`src/rtl/ov_inf_pkg.sv`:
```
// Shared definitions for the OV sensor bring-up sequencer: FSM encoding,
// SCCB master status/action constants and the default sensor init table.
package ov_inf_pkg;

   typedef enum logic [4:0] {
      S_IDLE  = 5'd0,
      S_PWAIT = 5'd1,
      S_LOAD  = 5'd2,
      S_KICK  = 5'd3,
      S_WBUSY = 5'd4,
      S_WDONE = 5'd5,
      S_CHK   = 5'd6,
      S_GAP   = 5'd7,
      S_DLY   = 5'd8,
      S_DONE  = 5'd9,
      S_ERR   = 5'd10
   } state_t;

   localparam int         ST_BUSY  = 0;
   localparam int         ST_NACK  = 1;
   localparam logic [7:0] ACT_KICK = 8'h03;
   localparam logic [7:0] DLY_ADDR = 8'hFF;

   // pluse_us ticks per millisecond of a delay entry
   localparam logic [15:0] MS_TICKS = 16'd1000;

   // Entry i sits at bits [16*i +: 16] as {addr, data}
   localparam int TBL_DEPTH = 256;
   typedef logic [TBL_DEPTH-1:0][15:0] reg_tbl_t;

   localparam reg_tbl_t DEF_TBL = {
      {(TBL_DEPTH-16){16'h0000}},
      16'h1502, 16'h13E7, 16'h3A04, 16'h8C00,
      16'h40D0, 16'h1214, 16'hA202, 16'h73F1,
      16'h7211, 16'h7135, 16'h703A, 16'h3E19,
      16'h0C04, 16'h1101, 16'hFF01, 16'h1280
   };

endpackage

```
`src/rtl/ov_init_seq_if.sv`:
```
// Config/action/status bundle between the init sequencer and the SCCB master.
interface ov_init_seq_if;

   logic [7:0] cfg_iic_devid;
   logic [7:0] cfg_iic_addr;
   logic [7:0] cfg_iic_wdata;
   logic [7:0] act_iic_write;
   logic [7:0] act_iic_read;
   logic [7:0] stu_iic_status;

   modport master (
      output cfg_iic_devid, cfg_iic_addr, cfg_iic_wdata,
      output act_iic_write, act_iic_read,
      input  stu_iic_status
   );

   modport slave (
      input  cfg_iic_devid, cfg_iic_addr, cfg_iic_wdata,
      input  act_iic_write, act_iic_read,
      output stu_iic_status
   );

endinterface

```
`src/rtl/ov_reg_rom.sv`:
```
// Sensor init table lookup; swap the table through TBL without touching the FSM.
module ov_reg_rom
   import ov_inf_pkg::*;
#(
   parameter reg_tbl_t TBL = DEF_TBL
) (
   input  logic [7:0] idx,
   output logic [7:0] addr,
   output logic [7:0] data
);

   assign {addr, data} = TBL[idx];

endmodule

```
`src/rtl/ov_init_seq.sv`:
```
// Camera bring-up sequencer: walks the register table, kicks one SCCB write per
// entry, retries on NACK/timeout and reports sticky done/error.
module ov_init_seq
   import ov_inf_pkg::*;
#(
   parameter logic [7:0] DEVID     = 8'h42,
   parameter int         NUM_REGS  = 16,
   parameter int         PWR_US    = 1000,
   parameter int         GAP_US    = 10,
   parameter int         TOUT_US   = 2000,
   parameter int         MAX_RETRY = 2,
   parameter reg_tbl_t   TBL       = DEF_TBL
) (
   input  logic          clk_sys,
   input  logic          rst_n,
   input  logic          pluse_us,
   input  logic          start,
   ov_init_seq_if.master iic,
   output logic          init_done,
   output logic          init_err,
   output logic [7:0]    cur_idx
);

   localparam logic [15:0] PWR_TICKS  = 16'(PWR_US);
   localparam logic [15:0] GAP_TICKS  = 16'(GAP_US);
   localparam logic [15:0] TOUT_TICKS = 16'(TOUT_US);
   localparam logic [7:0]  RETRY_MAX  = 8'(MAX_RETRY);
   localparam logic [7:0]  LAST_IDX   = 8'(NUM_REGS - 1);

   state_t      state;
   logic [15:0] tick;
   logic        start_d;
   logic [7:0]  retry;
   logic [7:0]  dly_ms;
   logic        nack_l;
   logic        good;
   logic [7:0]  cfg_addr;
   logic [7:0]  cfg_wdata;
   logic [7:0]  act_write;
   logic [7:0]  rom_addr;
   logic [7:0]  rom_data;
   logic        start_edge;
   logic        busy;

   assign start_edge = start & ~start_d;
   assign busy       = iic.stu_iic_status[ST_BUSY];

   ov_reg_rom #(.TBL(TBL)) u_rom (
      .idx  (cur_idx),
      .addr (rom_addr),
      .data (rom_data)
   );

   always_ff @(posedge clk_sys or negedge rst_n) begin : fsm
      state_t nxt;
      if (!rst_n) begin
         state     <= S_IDLE;
         tick      <= '0;
         start_d   <= 1'b0;
         retry     <= '0;
         dly_ms    <= '0;
         nack_l    <= 1'b0;
         good      <= 1'b0;
         cfg_addr  <= '0;
         cfg_wdata <= '0;
         act_write <= '0;
         init_done <= 1'b0;
         init_err  <= 1'b0;
         cur_idx   <= '0;
      end else begin
         // NOTE: nxt is a blocking scratch variable local to this block; every
         // register it feeds is still updated with <= below.
         nxt       = state;
         start_d   <= start;
         act_write <= 8'h00;

         unique case (state)
            S_IDLE, S_DONE, S_ERR: begin
               if (start_edge) begin
                  init_done <= 1'b0;
                  init_err  <= 1'b0;
                  cur_idx   <= '0;
                  retry     <= '0;
                  nxt       = S_PWAIT;
               end
            end
            S_PWAIT: if (tick == PWR_TICKS) nxt = S_LOAD;
            S_LOAD: begin
               if (rom_addr == DLY_ADDR) begin
                  dly_ms <= rom_data;
                  nxt    = S_DLY;
               end else begin
                  cfg_addr  <= rom_addr;
                  cfg_wdata <= rom_data;
                  nxt       = S_KICK;
               end
            end
            // Config was loaded a cycle earlier, so the kick lands on stable data
            S_KICK: begin
               act_write <= ACT_KICK;
               nxt       = S_WBUSY;
            end
            S_WBUSY: begin
               if (busy) begin
                  nxt = S_WDONE;
               end else if (tick == TOUT_TICKS) begin
                  nack_l <= 1'b1;
                  nxt    = S_CHK;
               end
            end
            // A busy fall outranks a timeout in the same cycle
            S_WDONE: begin
               if (!busy) begin
                  nack_l <= iic.stu_iic_status[ST_NACK];
                  nxt    = S_CHK;
               end else if (tick == TOUT_TICKS) begin
                  nack_l <= 1'b1;
                  nxt    = S_CHK;
               end
            end
            S_CHK: begin
               if (!nack_l) begin
                  good <= 1'b1;
                  nxt  = S_GAP;
               end else if (retry < RETRY_MAX) begin
                  retry <= retry + 8'd1;
                  good  <= 1'b0;
                  nxt   = S_GAP;
               end else begin
                  init_err <= 1'b1;
                  nxt      = S_ERR;
               end
            end
            S_GAP: begin
               if (tick == GAP_TICKS) begin
                  if (!good) begin
                     nxt = S_LOAD;
                  end else if (cur_idx == LAST_IDX) begin
                     init_done <= 1'b1;
                     nxt       = S_DONE;
                  end else begin
                     cur_idx <= cur_idx + 8'd1;
                     retry   <= '0;
                     nxt     = S_LOAD;
                  end
               end
            end
            // Milliseconds are counted separately so long delays fit the 16-bit tick
            S_DLY: begin
               if (dly_ms == 8'd0) begin
                  good <= 1'b1;
                  nxt  = S_GAP;
               end else if (pluse_us && tick == MS_TICKS - 16'd1) begin
                  dly_ms <= dly_ms - 8'd1;
               end
            end
            default: nxt = S_IDLE;
         endcase

         if (nxt != state)
            tick <= '0;
         else if (pluse_us && state == S_DLY && tick == MS_TICKS - 16'd1)
            tick <= '0;
         else if (pluse_us && tick != 16'hFFFF)
            tick <= tick + 16'd1;

         state <= nxt;
      end
   end

   assign iic.cfg_iic_devid = DEVID;
   assign iic.cfg_iic_addr  = cfg_addr;
   assign iic.cfg_iic_wdata = cfg_wdata;
   assign iic.act_iic_write = act_write;
   assign iic.act_iic_read  = 8'h00;

endmodule
```
`src/flat_wrapper.sv`:
```
// flat-port wrapper written by rule: the top's interface ports become plain ports
module ov_init_seq_flat import ov_inf_pkg::*;
#(
   parameter logic [7:0] DEVID     = 8'h42,
   parameter int         NUM_REGS  = 16,
   parameter int         PWR_US    = 1000,
   parameter int         GAP_US    = 10,
   parameter int         TOUT_US   = 2000,
   parameter int         MAX_RETRY = 2,
   parameter reg_tbl_t   TBL       = DEF_TBL
)
  (clk_sys, rst_n, pluse_us, start, init_done, init_err, cur_idx, iic_cfg_iic_devid, iic_cfg_iic_addr, iic_cfg_iic_wdata, iic_act_iic_write, iic_act_iic_read, iic_stu_iic_status);
  ov_init_seq_if iic_i ();
  input  logic clk_sys;
  input  logic rst_n;
  input  logic pluse_us;
  input  logic start;
  output logic init_done;
  output logic init_err;
  output logic [7:0] cur_idx;
  output wire logic [$bits(iic_i.cfg_iic_devid)-1:0] iic_cfg_iic_devid;
  output wire logic [$bits(iic_i.cfg_iic_addr)-1:0] iic_cfg_iic_addr;
  output wire logic [$bits(iic_i.cfg_iic_wdata)-1:0] iic_cfg_iic_wdata;
  output wire logic [$bits(iic_i.act_iic_write)-1:0] iic_act_iic_write;
  output wire logic [$bits(iic_i.act_iic_read)-1:0] iic_act_iic_read;
  input wire logic [$bits(iic_i.stu_iic_status)-1:0] iic_stu_iic_status;
  assign iic_cfg_iic_devid = iic_i.cfg_iic_devid;
  assign iic_cfg_iic_addr = iic_i.cfg_iic_addr;
  assign iic_cfg_iic_wdata = iic_i.cfg_iic_wdata;
  assign iic_act_iic_write = iic_i.act_iic_write;
  assign iic_act_iic_read = iic_i.act_iic_read;
  assign iic_i.stu_iic_status = iic_stu_iic_status;
  ov_init_seq #(.DEVID(DEVID), .NUM_REGS(NUM_REGS), .PWR_US(PWR_US), .GAP_US(GAP_US), .TOUT_US(TOUT_US), .MAX_RETRY(MAX_RETRY), .TBL(TBL)) u_core (.clk_sys(clk_sys), .rst_n(rst_n), .pluse_us(pluse_us), .start(start), .iic(iic_i), .init_done(init_done), .init_err(init_err), .cur_idx(cur_idx));
endmodule
```
`config.mk`:
```
export PLATFORM = sky130hd
export DESIGN_NAME = ov_init_seq_flat
export DESIGN_NICKNAME = d
export VERILOG_FILES = /design/src/rtl/ov_inf_pkg.sv /design/src/rtl/ov_init_seq_if.sv /design/src/rtl/ov_reg_rom.sv /design/src/rtl/ov_init_seq.sv /design/src/flat_wrapper.sv
export SDC_FILE = /design/constraint.sdc
export NUM_CORES = 1
export LEC_CHECK = 0
export BUFFER_PORTS_ARGS = -buffer_cell sky130_fd_sc_hd__buf_2
export CAP_MARGIN = 25
export CORE_ASPECT_RATIO = 0.8
export CORE_MARGIN = 1.5
export CORE_UTILIZATION = 41
export CTS_CLUSTER_DIAMETER = 40
export DETAILED_ROUTE_END_ITERATION = 8
export HOLD_SLACK_MARGIN = 0.06
export PLACE_DENSITY = 0.63
export RECOVER_POWER = 25
export SYNTH_ARGS = -nofsm -noshare
export SYNTH_HDL_FRONTEND = slang
export SYNTH_SLANG_ARGS = --single-unit
```
`constraint.sdc`:
```
create_clock -name clk_sys -period 3.6 [get_ports clk_sys]
set_input_delay 0.36 -clock clk_sys [delete_from_list [all_inputs] [get_ports clk_sys]]
set_output_delay 0.36 -clock clk_sys [all_outputs]
set_load 0.03 [all_outputs]
```
== After elaboration in Yosys (flattened, before gate mapping) ==
Memory sizes are Yosys's and may differ from the RTL's.
Cells that the tools add are included.

* Add/subtract/negate cells: 4
* $mul: 0
* Div/mod/pow operators: 0
* Order comparisons: 2
* Equal/unequal tests: 32
* Shifts and indexed selects: 0
* Mux-type cells: 49
* Bitwise logic cells: 3
* Reduce and logical (&&, ||, !) cells: 22

{| class="wikitable"
|+ Operator list
! cell !! number
|-
| $mux W8 || 12
|-
| $mux W16 || 4
|-
| $mux W5 || 9
|-
| $pmux W5 S9 || 1
|-
| $eq A16 B10 Y1 const B || 2
|-
| $pmux W8 S2 || 2
|-
| $pmux W8 S3 || 1
|-
| $eq A5 B3 Y1 const B || 4
|-
| $ne A2 B1 Y1 const B || 9
|-
| $add A16 B1 Y16 const B || 1
|-
| $add A8 B1 Y8 const B || 2
|-
| $eq A16 B11 Y1 const B || 1
|-
| $eq A16 B4 Y1 const B || 1
|-
| $ne A16 B16 Y1 const B || 1
|-
| $eq A5 B4 Y1 const B || 3
|-
| $mux W1 || 12
|-
| $mux W4 || 3
|-
| $eq A5 B2 Y1 const B || 2
|-
| $reduce_and A5 Y1 || 2
|-
| $reduce_bool A2 Y1 || 5
|-
| $lt A8 B9 Y1 const B || 1
|-
| $eq A8 B4 Y1 const B || 1
|-
| $eq A8 B8 Y1 const B || 1
|-
| $logic_not A8 Y1 || 1
|-
| 18 further kinds || 31
|}

* Register bits: 68
* Bits in latches: 0
* Bits in writable memories: 0
* ROM bits: 4,096
* Input port bits: 12
* Output and inout bits: 50
* Logic and storage cells: 126
* Memories: 1

{| class="wikitable"
|+ Memory list
! name !! words !! bits a word !! read ports !! clocked after memory_dff !! write ports !! line !! source
|-
| (name not given) || 256 || 16 || 1 || 0 || 0 || ov_reg_rom.sv:12 || <nowiki>assign {addr, data} = TBL[idx];</nowiki>
|}

== Longest topological paths before layout ==
Gate-level depths: netlist of the first run.

* Depth after elaboration: 7
* Gate-level depth with buffers: 12
* Gate-level depth less buffers: 9

== Cells and area by module ==
Synthesis of the first run repeated with hierarchy kept, for this count alone.

* Cell total of the unflattened synthesis: 496
* Area total of the unflattened synthesis: 4,269.1 µm²

{| class="wikitable"
|+ Modules (own cells, without submodules)
! module !! times used !! cells an instance !! area each (µm²) !! sequential area each (µm²)
|-
| ov_init_seq || 1 || 426 || 3,773.6 || 1,676.6
|-
| ov_reg_rom || 1 || 70 || 495.5 || 0.0
|}

== Least setup slack after synthesis of the first run ==
Ideal clock, no wire load.

* Kind: reg2reg
* From: reg u_core.cur_idx[1]
* To: reg u_core.tick[10]
* Library setup time: 80 ps
* Arrival time: 2,896 ps
* Required time: 3,520 ps
* Path slack: 624 ps
* Cell stages (with the launch flop): 12
* Path buffers: 2
* Clock period less this slack: 2,976 ps
* Cells stage by stage: dfrtp_1 > clkbuf_1 > inv_1 > ha_1 > nand3b_1 > nor4_4 > a2bb2oi_2 > nor4b_4 > a21oi_1 > a31o_2 > buf_4 > nor3_2

* Longest elaborated chain between the ends: 7
* Elaborated cells on any way between the ends: 12
* Classes of those cells: 3 x eq/ne; 7 x mux; 1 x reduce/logical; 1 x memory

{| class="wikitable"
|+ Ends and longest elaborated chain
! what !! line !! source
|-
| start, declared || ov_init_seq.sv:21 || <nowiki>output logic [7:0] cur_idx</nowiki>
|-
| start signal, assigned || ov_init_seq.sv:142 || <nowiki>cur_idx <= cur_idx + 8'd1;</nowiki>
|-
| $mem_v2 Z256 W16 / $eq A8 B4 Y1 (equally long branches) || - ||
|-
| $mux W16 (not written as such) / $mux W4 (equally long branches) || ov_reg_rom.sv:12, ov_init_seq.sv:138 ||
|-
| $eq A8 B8 Y1 / $mux W5 (equally long branches) || ov_init_seq.sv:89, ov_init_seq.sv:136 ||
|-
| $mux W4 / $mux W5 (equally long branches) || ov_init_seq.sv:89, ov_init_seq.sv:135 ||
|-
| $pmux W5 S9 (*) || ov_init_seq.sv:77 || <nowiki>unique case (state)</nowiki>
|-
| $ne A5 B5 Y1 (*) || ov_init_seq.sv:160 || <nowiki>if (nxt != state)</nowiki>
|-
| $reduce_bool A3 Y1 (no line) / $mux W16 (equally long branches) || - ||
|-
| end signal, assigned || ov_init_seq.sv:165 || <nowiki>tick <= tick + 16'd1;</nowiki>
|-
| end, declared || ov_init_seq.sv:31 || <nowiki>logic [15:0] tick;</nowiki>
|}

Every way passes the cells marked *; elsewhere a longest branch is shown, timed or not. The select of a mux whose other input is x is not followed.
A chain may end at the register's enable or synchronous reset.

== Worst setup path in the final report of the first run ==
* From: reg u_core.cur_idx[0]
* To: reg u_core.tick[9]

The elaborated chain is that of the path after synthesis.

==> out/results.ini, run 1 <==
[outcome]
outcome = complete, no violations

[clock_network]
root_buffer = clkbuf_16
ctsHoldBuffers = 1
cts_buffers = 9
cts_max_level = 3
clkTransAtPathRegs_ns = 0.06
clk_latency_ns = 0.33
post_cts.repair.setup_buffers = 0
cts.sinks = 67
postCtsResizedCells = 0
cts_buffer_depth = 2
cts_tree = yes

[job]
cap_violations = 0

[floorplanning]
coreArea_um2 = 10400
die_h_um = 96.0
die_w_um = 119
die_area_um2 = 11400
initial_utilization = 0.428
ios = 62
fp-row-count = 33

[timing]
finalHoldViolCount = 0
maxSlewViolCount = 0
setup_slack_ns = 0.547
setup_viol = 0
clock_skew_ns = 0.00696
tightest_slew_ns = 1.38
rsz0062_at_grt = no
relSlewSlack = 0.0782
post-route-min-period_ns = 3.05
fin_setup_tns_ns = 0
fmax_mhz = 328
post-route-period-util = 0.848

[cells_and_area]
antenna_cells = 0
mostFrequentLayoutCells = dfrtp_1 (67), nand2_1 (52), nor2_1 (41)
drive_gt1_frac = 0.180
area_delta_synth_final_pct = 12.1
instances_no_fill = 674
fin_nets = 553
final_common_cell = dfrtp_1

[placed_design]
place_congestion = 0.867
port_buffers = 33
dp_cells = 657
place_hpwl_mm = 7.41
pre_cts_ws_ns = 0.543

[critical_path]
endpoint_kind = flop
reg2regPathDepth = 9
rr_startpoint = u_core.cur_idx[0]$_DFFE_PN0P_
slowest_stage = dfrtp_1
crit_fanout = 16
startpoint_type = flop
cp.buffers_inverters = 1
critical_path_class = reg -> reg
critical_path_depth = 9
slowest_delay_ns = 0.55
critPathLaunch = u_core.cur_idx[0]$_DFFE_PN0P_
critPathArrivalTime_ns = 3.29
worstReg2RegEnd = u_core.tick[9]$_DFFE_PN0P_
r2r_setup_slack_ns = 0.55
worstPathRequired_ns = 3.84
crit_family = simple AND/OR/NAND/NOR gates
endpoint = u_core.tick[9]$_DFFE_PN0P_
crit_chain = inv_1, ha_1, nand3b_1, nor4_4, a2bb2oi_2, nor4b_4, a21oi_1, a31o_2, nor4_2

[global_route]
antenna_found_initial = 0
grt_pass1_wl_mm = 17.2
overflow = 0
globalRouteTotalUtil = 0.191
grt_pass1_vias = 3474
grt_max_degree = 32

[routing]
wirelength_mm = 10.2
via_per_inst = 5.45
drt-initial-drc-count = 279
post_drt_wl_per_cell_um = 15.1
vias = 3674
drc_errors = 0
ant_nets = 0
dr.pass1.iters = 5

[synthesis]
async_flop_share = 1.00
avgSynthCellArea_um2 = 8.88
ys_seq_elements = 67
netlist_instances = 499
ys_warn_count = 0
synth_area_um2 = 4430
synth.distinct_cells = 78
ys_seq_area_frac = 0.378
synth_edf_count = 0
yosys_most_used_dff = dfrtp_1

[power_and_ir_drop]
p_total_mw = 2.02
ir_drop_mv = 0.199
powerDensity_nw_per_um2 = 406
p_leak_nw = 2.16

[min_path]
min_path_cells = 1
hold_path_class = in -> reg

metal layers:
metal | vias to the layer above | part of all wire | track usage
li1 | 1800 | - | -
met1 | 1775 | 0.50 | 0.260
met2 | 83 | 0.44 | 0.292
met3 | 16 | 0.047 | 0.0504
met4 | 0 | 0.018 | 0.0723
met5 | - | 0 | 0
final cells by class:
type                       count  area [µm²]
clock inverter                 4        97.6
sequential                    67        1680
clock buffer                  12         246
inverter                      17        63.8
tap                          140         175
multi-input combinational    390        2460
timing repair buffer          44         244
fill                        1031        5400
worst reg2reg max path: stages (launching register included):
cell and delay [ns]:
dfrtp_1 0.55, inv_1 0.15, ha_1 0.47, nand3b_1 0.17, nor4_4 0.26, a2bb2oi_2 0.23, nor4b_4 0.31, a21oi_1 0.11
a31o_2 0.40, nor4_2 0.31
stage by stage:
stage               utilization  area [µm²]  hold slack [ns]
detailed placement        0.447        4630            0.373
global route              0.479        4970            0.180
CTS                       0.481        4990            0.154
floorplan                     -        4510           0.0644
global placement          0.445        4610            0.446
finish                    0.479        4970            0.178
logic make-up (layout without fill, tap and decap cells):
kind of cell	Yosys count	after routing	synth area share
xor+xnor	15	15	0.0296
fa+ha+maj	13	13	0.0361
simple gates	225	225	0.299
flops	67	67	0.378
buf+inv	63	77	0.0838
mux	8	8	0.0186
other cells	2	23	0.00169
compound gates	106	106	0.152
synthesized netlist by cell type, types with 3 or more instances:
cell type,number,area [µm²]
dfrtp_1,67,1680
nand2_1,52,195
nor2_1,41,154
a21oi_1,28,140
o21ai_0,27,135
buf_4,24,180
nor3_1,21,105
clkbuf_1,17,63.8
inv_1,17,63.8
nand3_1,16,80.1
ha_1,12,150
nor4_1,12,75.1
nor3_2,10,100
nand2b_1,9,56.3
and2_1,8,50.1
nor4_2,8,100
or3_1,8,50.1
xnor2_1,8,70.1
xor2_1,7,61.3
mux2i_1,6,60.1
nand4_1,6,37.5
o31ai_1,6,45.0
a211oi_1,5,37.5
a31oi_1,5,31.3
o22ai_1,5,31.3
nor2b_1,4,25.0
o21bai_1,3,22.5
or3_2,3,22.5
where the power goes:
| group | switching (mW) | internal [mW] |
|---|---|---|
| clock network | 0.322 | 0.696 |
| registers | 0.0222 | 0.763 |
| logic | 0.159 | 0.0558 |
| total | 0.503 | 1.51 |
registers in the layout, summed over array words and instances (netlist names), 5 cells and up:
signal,count
u_core.iic.cfg_iic_wdata,8
u_core.iic.cfg_iic_addr,8
u_core.state,5
u_core.tick,16
u_core.cur_idx,8
u_core.dly_ms,8
u_core.retry,8
worst min path at each step:
| stage | startpoint | endpoint | slack, ns |
|---|---|---|---|
| 2_1_floorplan | rst_n | u_core.cur_idx[0]$_DFFE_PN0P_ | 0.06 |
| 3_3_place_gp | u_core.iic.cfg_iic_addr[6]$_DFFE_PN0P_ | u_core.iic.cfg_iic_addr[6]$_DFFE_PN0P_ | 0.45 |
| 3_5_place_dp | rst_n | u_core.iic.cfg_iic_addr[5]$_DFFE_PN0P_ | 0.37 |
| 4_1_cts | start | u_core.start_d$_DFF_PN0_ | 0.15 |
| 5_1_grt | start | u_core.start_d$_DFF_PN0_ | 0.18 |
| 6_report | start | u_core.start_d$_DFF_PN0_ | 0.18 |
(Power assumes the default switching activity.)
==> run 2: changes to the inputs <==
--- a/config.mk
+++ b/config.mk
@@ -5,6 +5,7 @@
 export SDC_FILE = /design/constraint.sdc
 export NUM_CORES = 1
 export LEC_CHECK = 0
+export ABC_AREA = 1
 export BUFFER_PORTS_ARGS = -buffer_cell sky130_fd_sc_hd__buf_2
 export CAP_MARGIN = 25
 export CORE_ASPECT_RATIO = 0.8
@@ -13,7 +14,7 @@
 export CTS_CLUSTER_DIAMETER = 40
 export DETAILED_ROUTE_END_ITERATION = 8
 export HOLD_SLACK_MARGIN = 0.06
-export PLACE_DENSITY = 0.63
+export PLACE_DENSITY = 0.65
 export RECOVER_POWER = 25
 export SYNTH_ARGS = -nofsm -noshare
 export SYNTH_HDL_FRONTEND = slang
==> constraint.sdc (replaced) <==
create_clock -name clk_sys -period 2.7 [get_ports clk_sys]
set_input_delay 0.27 -clock clk_sys [delete_from_list [all_inputs] [get_ports clk_sys]]
set_output_delay 0.27 -clock clk_sys [all_outputs]
set_load 0.03 [all_outputs]
==> run 2 against run 1 <==
Against the previous run:
- the run now ends with capacitance limit, slew limit left
- critical path depth increased by 4
- area after synthesis increased by 5.0%
- global-route usage up 0.40 points
- clock power grew 28%
- wire length is 6.5% higher
- total power grew 29%
- critical path type unchanged
==> out/results.ini, run 2 <==
[power_and_ir_drop]
ir_drop_mv = 0.275
p_leak_nw = 2.54
p_sw_mw = 0.658
clock_power_share = 0.505
p_total_mw = 2.59
swShare = 0.254
powerDensity_nw_per_um2 = 500
power_frac_seq = 0.400
power_frac_comb = 0.095
intPower_mw = 1.94

[global_route]
grt_max_degree = 40
grt_pass1_vias = 3844
antenna_found_initial = 0
grt_pass1_wl_mm = 18.5
globalRouteTotalUtil = 0.195
overflow = 0

[floorplanning]
initial_utilization = 0.424
die_w_um = 122
ios = 62
die_h_um = 98.3
die_area_um2 = 12000
fp-row-count = 34
coreArea_um2 = 11000

[routing]
wl_met2_mm = 4.99
via_per_inst = 5.05
highest_layer = met4
wirelength_mm = 10.9
drc_errors = 0
dr.pass1.iters = 5
vias = 4127
drt-initial-drc-count = 284
ant_nets = 0
wl_met3_um = 577
post_drt_wl_per_cell_um = 13.3
wl_met1_mm = 5.18

[placed_design]
port_buffers = 33
pre_cts_ws_ns = 0.127
place_congestion = 0.891
place_hpwl_mm = 8.20

[critical_path]
slowest_delay_ns = 0.47
crit_family = simple AND/OR/NAND/NOR gates
startpoint_type = flop
endpoint_kind = flop
cp.buffers_inverters = 1
crit_chain = inv_1, ha_1, nor2_1, nor2_1, nor2_1, nand2_1, nor2_2, nand2_2, a21oi_4, nand2_2, nand2_2, nand3_4, nor3_1
worstReg2RegEnd = u_core.tick[10]$_DFFE_PN0P_
worstPathRequired_ns = 2.95
reg2regPathDepth = 13
rr_startpoint = u_core.cur_idx[0]$_DFFE_PN0P_
slowest_stage = dfrtp_1
crit_fanout = 16
critPathArrivalTime_ns = 2.72
critPathLaunch = u_core.cur_idx[0]$_DFFE_PN0P_
critical_path_class = reg -> reg
r2r_setup_slack_ns = 0.23
critical_path_depth = 13

[timing]
tightest_slew_ns = 2.07
fmax_mhz = 405
fin_setup_tns_ns = 0
setup_viol = 0
relSlewSlack = -0.382
clock_skew_ns = 0.0109
finalHoldViolCount = 0
post-route-min-period_ns = 2.47
rsz0062_at_grt = no
setup_slack_ns = 0.228
maxSlewViolCount = 40
post-route-period-util = 0.915

[cells_and_area]
final_common_cell = nand2_1
antenna_cells = 0
final_util = 0.473
mostFrequentLayoutCells = nand2_1 (142), nor2_1 (71), dfrtp_1 (67)
fin_nets = 692
drive_gt1_frac = 0.190
largest_reg_flops = 16
top_register = u_core.tick
area_delta_synth_final_pct = 11.5

[min_path]
min_path_cells = 3
hold_path_class = in -> reg
hp-start = iic_stu_iic_status[1]
holdPathEnd = u_core.nack_l$_DFFE_PN0P_

[clock_network]
clk_latency_ns = 0.34
root_buffer = clkbuf_16
cts_tree = yes
cts.sinks = 67
cts_max_level = 3
cts_buffers = 9
clkTransAtPathRegs_ns = 0.06
cts_buffer_depth = 2

[synthesis]
synth_edf_count = 0
synthTopCellsByArea = dfrtp_1 (36%), nand2_1 (11%), nor2_1 (5.7%)
synth_most_common_cell = nand2_1
synth_top_area_cell = dfrtp_1
synth_commonest_cells = nand2_1 (142), nor2_1 (71), dfrtp_1 (67), inv_1 (63), nand3_1 (43)
netlist_instances = 632
async_flop_share = 1.00
avgSynthCellArea_um2 = 7.37
synth_area_um2 = 4660
yosys_most_used_dff = dfrtp_1
ys_seq_area_frac = 0.360
synth.distinct_cells = 43
ys_warn_count = 0
synth_top_area_frac = 0.360
ys_seq_elements = 67

[outcome]
violations = capacitance limit, slew limit
outcome = finished with violations

[job]
cap_violations = 1

[run 2: changes by cell type after synthesis, moves of 11 or more]
cell	change
clkbuf_1	-15
inv_1	+46
inv_2	+12
nand2_1	+90
nand3_1	+27
nor2_1	+30
nor2_2	+11
o21ai_0	+15
[run 2: layout make-up]
type | count | area, µm²
clock inverter | 5 | 82.6
multi-input combinational | 473 | 2490
timing repair buffer | 42 | 230
sequential | 67 | 1680
inverter | 75 | 282
tap | 144 | 180
fill | 1097 | 5780
clock buffer | 11 | 253
[run 2: kinds of logic after synthesis]
group	count (synthesis)	synth area share
xor+xnor	10	0.0188
fa+ha+maj	12	0.0322
compound gates	91	0.117
simple gates	335	0.341
buf+inv	113	0.126
flops	67	0.360
mux	2	0.00430
other cells	2	0.00161
[run 2: stage by stage]
step,cell area (µm²),hold slack [ns],instances
after global placement,4840,0.393,800
final,5190,0.239,817
after CTS,5180,0.0852,817
after detailed placement,4840,0.397,800
after floorplan,4730,-0.0256,653
after global routing,5190,0.246,817
[run 2: worst max-delay path by stage]
stage / end / slack, ns
2_1_floorplan: u_core.tick[1]$_DFFE_PN0P_ / 0.32
3_3_place_gp: u_core.dly_ms[7]$_DFFE_PN0P_ / 0.26
3_5_place_dp: u_core.dly_ms[7]$_DFFE_PN0P_ / 0.13
4_1_cts: u_core.dly_ms[7]$_DFFE_PN0P_ / 0.13
5_1_grt: u_core.dly_ms[0]$_DFFE_PN0P_ / 0.009
6_report: u_core.tick[10]$_DFFE_PN0P_ / 0.23
[run 2: layer usage]
layer | GRT usage | vias to the layer above
li1 | - | 2068
met1 | 0.270 | 1932
met2 | 0.309 | 113
met3 | 0.0421 | 14
met4 | 0.0474 | 0
met5 | 0 | -
[run 2: power by group through the flow]
| stage | Combinational [mW] | Sequential [mW] | Clock, mW |
|---|---|---|---|
| 2_1_floorplan | 0.213 | 1.06 | 0 |
| 3_3_place_gp | 0.242 | 1.05 | 0 |
| 3_5_place_dp | 0.246 | 1.05 | 0 |
| 4_1_cts | 0.247 | 1.04 | 1.34 |
| 5_1_grt | 0.272 | 1.04 | 1.40 |
| 6_report | 0.246 | 1.04 | 1.31 |
[run 2: what timing repair did]
item	CTS	global route
buffers inserted	0	0
setup endpoints to repair	0	8
gates resized for setup	0	3
hold endpoints to repair	1	0
hold buffers	1	0
[run 2: tightest hold or removal path: stages]
cell and delay (ns):
buf_2 0.08, nor3_1 0.05, a31oi_1 0.13
